## config.mk

```make
export PLATFORM = sky130hd
export DESIGN_NAME = mod_sekuencial
export DESIGN_NICKNAME = d
export VERILOG_FILES = /design/src/rtl/mod_sekuencial.sv
export SDC_FILE = /design/constraint.sdc
export NUM_CORES = 1
export LEC_CHECK = 0
export ABC_AREA = 1
export CORE_MARGIN = 1.5
export CORE_UTILIZATION = 60
export DETAILED_ROUTE_END_ITERATION = 8
export PLACE_DENSITY = 0.9
export RECOVER_POWER = 50
export SETUP_SLACK_MARGIN = 0.05
export SLEW_MARGIN = 20
export SYNTH_ARGS = -nofsm -noshare
export SYNTH_HDL_FRONTEND = slang
export SYNTH_SLANG_ARGS = --single-unit
```

## constraint.sdc

```tcl
create_clock -name Clock -period 2.7 [get_ports Clock]
set_input_delay 0.54 -clock Clock [delete_from_list [all_inputs] [get_ports Clock]]
set_output_delay 0.54 -clock Clock [all_outputs]
set_load 0.005 [all_outputs]
```

## src/rtl/mod_sekuencial.sv

```systemverilog
`default_nettype none
// ============================================================================
// Module   : mod_sekuencial
// Purpose  : Multi-cycle unsigned modulo unit (Hyrja0 % Hyrja1) using
//            restoring shift-subtract, one quotient bit per cycle. It feeds
//            the MOD input of the ALU result multiplexer.
// Revision : 1.0 - initial release
// ----------------------------------------------------------------------------
// Ports
//   Clock   in   1  rising-edge clock
//   Reset   in   1  synchronous, active-high; aborts any operation silently
//   Start   in   1  request strobe, accepted only while idle
//   Hyrja0  in   W  dividend, captured on an accepted Start
//   Hyrja1  in   W  divisor, captured on an accepted Start
//   Dalja   out  W  remainder, registered, held until the next completion
//   Busy    out  1  high whenever the unit is not idle
//   Gati    out  1  one-cycle done strobe, Dalja is new while it is high
//   DivZero out  1  high with Gati when the captured divisor was zero
// ============================================================================
module mod_sekuencial #(
  parameter int W = 16
) (
  input  logic         Clock,
  input  logic         Reset,
  input  logic         Start,
  input  logic [W-1:0] Hyrja0,
  input  logic [W-1:0] Hyrja1,
  output logic [W-1:0] Dalja,
  output logic         Busy,
  output logic         Gati,
  output logic         DivZero
);

  localparam int NW = $clog2(W) + 1;
  localparam logic [NW-1:0] N_LAST = NW'(W - 1);

  typedef enum logic [1:0] {
    S_IDLE     = 2'd0,
    S_LLOGARIT = 2'd1,
    S_GATI     = 2'd2
  } state_t;

  state_t        state_q;
  logic [W:0]    r_q;      // partial remainder, MSB only matters for compare
  logic [W:0]    r_d;
  logic [W-1:0]  q_q;      // dividend shift register, MSB first
  logic [W-1:0]  d_q;      // captured divisor
  logic [NW-1:0] n_q;      // iteration counter

  logic [W:0]    t_w;
  logic [W:0]    dext_w;

  // One restoring step: bring in the next dividend bit, subtract if it fits.
  always_comb begin
    t_w    = {r_q[W-1:0], q_q[W-1]};
    dext_w = {1'b0, d_q};
    r_d    = t_w;
    if (t_w >= dext_w) begin
      r_d = t_w - dext_w;
    end
  end

  // The remainder is always below the divisor, so R's MSB never reaches
  // the output; it is kept only so the stored width matches the compare.
  logic unused_rmsb;
  assign unused_rmsb = r_q[W];

  always_ff @(posedge Clock) begin
    if (Reset) begin
      state_q <= S_IDLE;
      r_q     <= '0;
      q_q     <= '0;
      d_q     <= '0;
      n_q     <= '0;
      Dalja   <= '0;
      Gati    <= 1'b0;
      DivZero <= 1'b0;
    end else begin
      case (state_q)
        S_IDLE: begin
          if (Start) begin
            q_q <= Hyrja0;
            d_q <= Hyrja1;
            r_q <= '0;
            n_q <= '0;
            if (Hyrja1 != '0) begin
              state_q <= S_LLOGARIT;
            end else begin
              // Divide-by-zero short-circuits straight to completion,
              // returning the dividend unchanged.
              state_q <= S_GATI;
              Dalja   <= Hyrja0;
              Gati    <= 1'b1;
              DivZero <= 1'b1;
            end
          end
        end

        S_LLOGARIT: begin
          q_q <= q_q << 1;
          r_q <= r_d;
          n_q <= n_q + 1'b1;
          if (n_q == N_LAST) begin
            // Result is captured from the final step so it is valid in GATI.
            state_q <= S_GATI;
            Dalja   <= r_d[W-1:0];
            Gati    <= 1'b1;
          end
        end

        S_GATI: begin
          Gati    <= 1'b0;
          DivZero <= 1'b0;
          state_q <= S_IDLE;
        end

        default: begin
          state_q <= S_IDLE;
        end
      endcase
    end
  end

  assign Busy = (state_q != S_IDLE);

endmodule
`default_nettype wire

```

==> reports/qor.txt <==
outcome -> finished, final reports clean
Final Setup Violations -> 0
# port buffers -> 53
H-tree depth -> 3
max-slew violations -> 0
P_int -> 2.92 mW
largest net degree at the start of global routing -> 41
clock buffer count from CTS -> 9
DP HPWL -> 8180 um
I/O pin cnt -> 54
clock-pin slew on the worst setup and hold paths -> 0.08 ns
vias in the first global route -> 3923
worst skew pair latency -> 0.36 ns
GRT Resource Usage Total -> 0.308
clock power share -> 0.174
Die H -> 86.5 um
final WL -> 11100 um
unrepaired setup endpoints after global routing -> no
Post-Syn Nets -> 672
Final #Nets -> 721
flops & latches, synth -> 73
initial antenna violation count -> 0
share of cells above drive strength 1 -> 0.0714
drt initial violations -> 324
Bufs on Longest Clock Path -> 2
Filler cells -> 554
Worst Setup Start Kind -> input port
Diodes inserted -> 0
Max Fclk -> 430 MHz
register share of total power -> 0.238
wire per inst -> 14.7 um
core area -> 6760 sq um
cell count after synthesis -> 618
sw frac -> 0.484
Row Count -> 30
# resized after CTS -> 0
hold-fix buffers at CTS -> 0
post-synthesis sequential area ratio -> 0.349
Slew headroom -> 0.443
Period minus WS final -> 2.33 ns
grt ovf -> 0
WS Path Type -> input port to register
postcts setup bufs -> 0
worst-path maximum fanout -> 17
Starting Density -> 0.619
Root Driver -> clkbuf_8
clock skew -> 0.0104 ns
DRC viols -> 0
first-pass GRT wire length -> 18000 um
synthesis-to-finish area growth -> 18.4%
die area -> 7480 sq um
most frequent cells in the layout -> nand2_1, inv_1, a21oi_1, dfxtp_1, o21ai_0
Antenna Nets Post-Route -> 0
combinational share of power -> 0.587
total net switching power -> 2.75 mW
Worst VDD drop -> 740 uV
power per cell area -> 1140 nW/um^2
CTS tree -> yes
most common cell after layout, fill and taps aside -> nand2_1
Worst-Margin Slew -> 0.835 ns
post-synthesis cell area -> 4180 sq um
crit share post-route -> 0.861
Static Leak -> 2.27 nW
Worst EP arrival -> 2.55 ns
Critical Path End Type -> register
chip width -> 86.5 um
Syn Area/Cell -> 6.77 sq um
final worst slack -> 0.374 ns
clk sinks -> 73
total number of vias -> 4200
max-cap violation count -> 0
CP required -> 2.92 ns
RePlAce Congestion -> 0.936
Initial DRT Pass Iterations -> 5
Yosys cell types -> 32
final hold vios -> 0
synthesis warning total -> 0
Final TNS setup -> 0 ns
HP Class -> register to register
Setup WS pre-CTS -> 0.496 ns
vias per inst -> 5.59
registers in the layout, indices dropped and copies added (netlist names):
signal and count:
r_q 16, Dalja 16, q_q 16, DivZero 1
d_q 16, state_q 2, Gati 1, n_q 5
metal layers:
metal	wire length, um	share of wire	up-vias	GRT usage
met5	0	0	-	0
met2	5280	0.48	140	0.508
met4	240	0.022	0	0.113
li1	-	-	2103	-
met3	598	0.054	27	0.0657
met1	4950	0.45	1930	0.397
logic make-up after synthesis:
kind of cell	count (synthesis)	synth area share
simple gates	277	0.302
compound gates	137	0.173
buf+inv	105	0.103
flops	73	0.349
fa+ha+maj	19	0.0586
xor+xnor	7	0.0147
path summary, 6_finish.rpt:
path	startpoint	end	slack, ns	cells after the start
max reg2reg	r_q[10]	r_q[15]	0.50	12
max	Start	r_q[12]	0.37	8
min	d_q[2]	d_q[2]	0.46	2
min reg2reg	d_q[2]	d_q[2]	0.46	2
worst max-delay path, stage by stage:
cell and delay (ns):
dlygate4sd3_1 0.58, inv_1 0.05, nor2_1 0.18, clkbuf_1 0.62, nor2_2 0.07, clkbuf_2 0.29, nand2_1 0.13, a21oi_1 0.07
synth_stat cells:
cell type  instances  area share
nand2_1          173        0.16
a21oi_1           78       0.093
inv_1             78       0.070
dfxtp_1           73        0.35
o21ai_0           40       0.048
nor2_1            33       0.030
nand3_1           26       0.031
ha_1              18       0.054
a31oi_1           13       0.019
clkbuf_1          13       0.012
nand3b_1          12       0.022
nand3_2           11       0.026
xnor2_1            6       0.013
buf_2              5      0.0060
inv_2              4      0.0036
nand4_1            4      0.0060
nor3_1             4      0.0048
buf_6              3      0.0081
nand2_2            3      0.0045
nor2_2             3      0.0045
nor2_4             3      0.0081
a22oi_1            2      0.0036
buf_4              2      0.0036
nand2_4            2      0.0054
or2_2              2      0.0030
a221oi_1           1      0.0021
a32o_1             1      0.0024
fa_1               1      0.0048
o21bai_1           1      0.0018
o32ai_1            1      0.0021
or2_0              1      0.0015
xor2_1             1      0.0021
layout make-up:
class	instances	area (sq um)	area share
Multi-Input combinational cell	440	2280	0.461
Sequential cell	73	1460	0.295
Timing Repair Buffer	61	577	0.116
Inverter	82	308	0.0622
Clock buffer	9	124	0.0250
Clock inverter	7	100	0.0202
Tap cell	80	100	0.0202
power by group through the flow:
stage               clock network [mW]  registers (mW)  logic, mW
floorplan                            0            1.32       2.73
global placement                     0            1.37       3.16
detailed placement                   0            1.37       3.25
CTS                              0.996            1.35       3.28
global route                      1.05            1.36       3.75
finish                           0.989            1.35       3.33
stage by stage:
step                hold WS (ns)  power, mW  cells  area (sq um)   util
floorplan                  0.433       4.04    618          4180      -
detailed placement         0.452       4.62    736          4750  0.703
global placement           0.447       4.53    736          4750  0.703
finish                     0.461       5.67    752          4950  0.733
CTS                        0.465       5.62    752          4970  0.736
global route               0.485       6.16    752          4950  0.733
No activity file was read; power rests on OpenSTA's default activity.
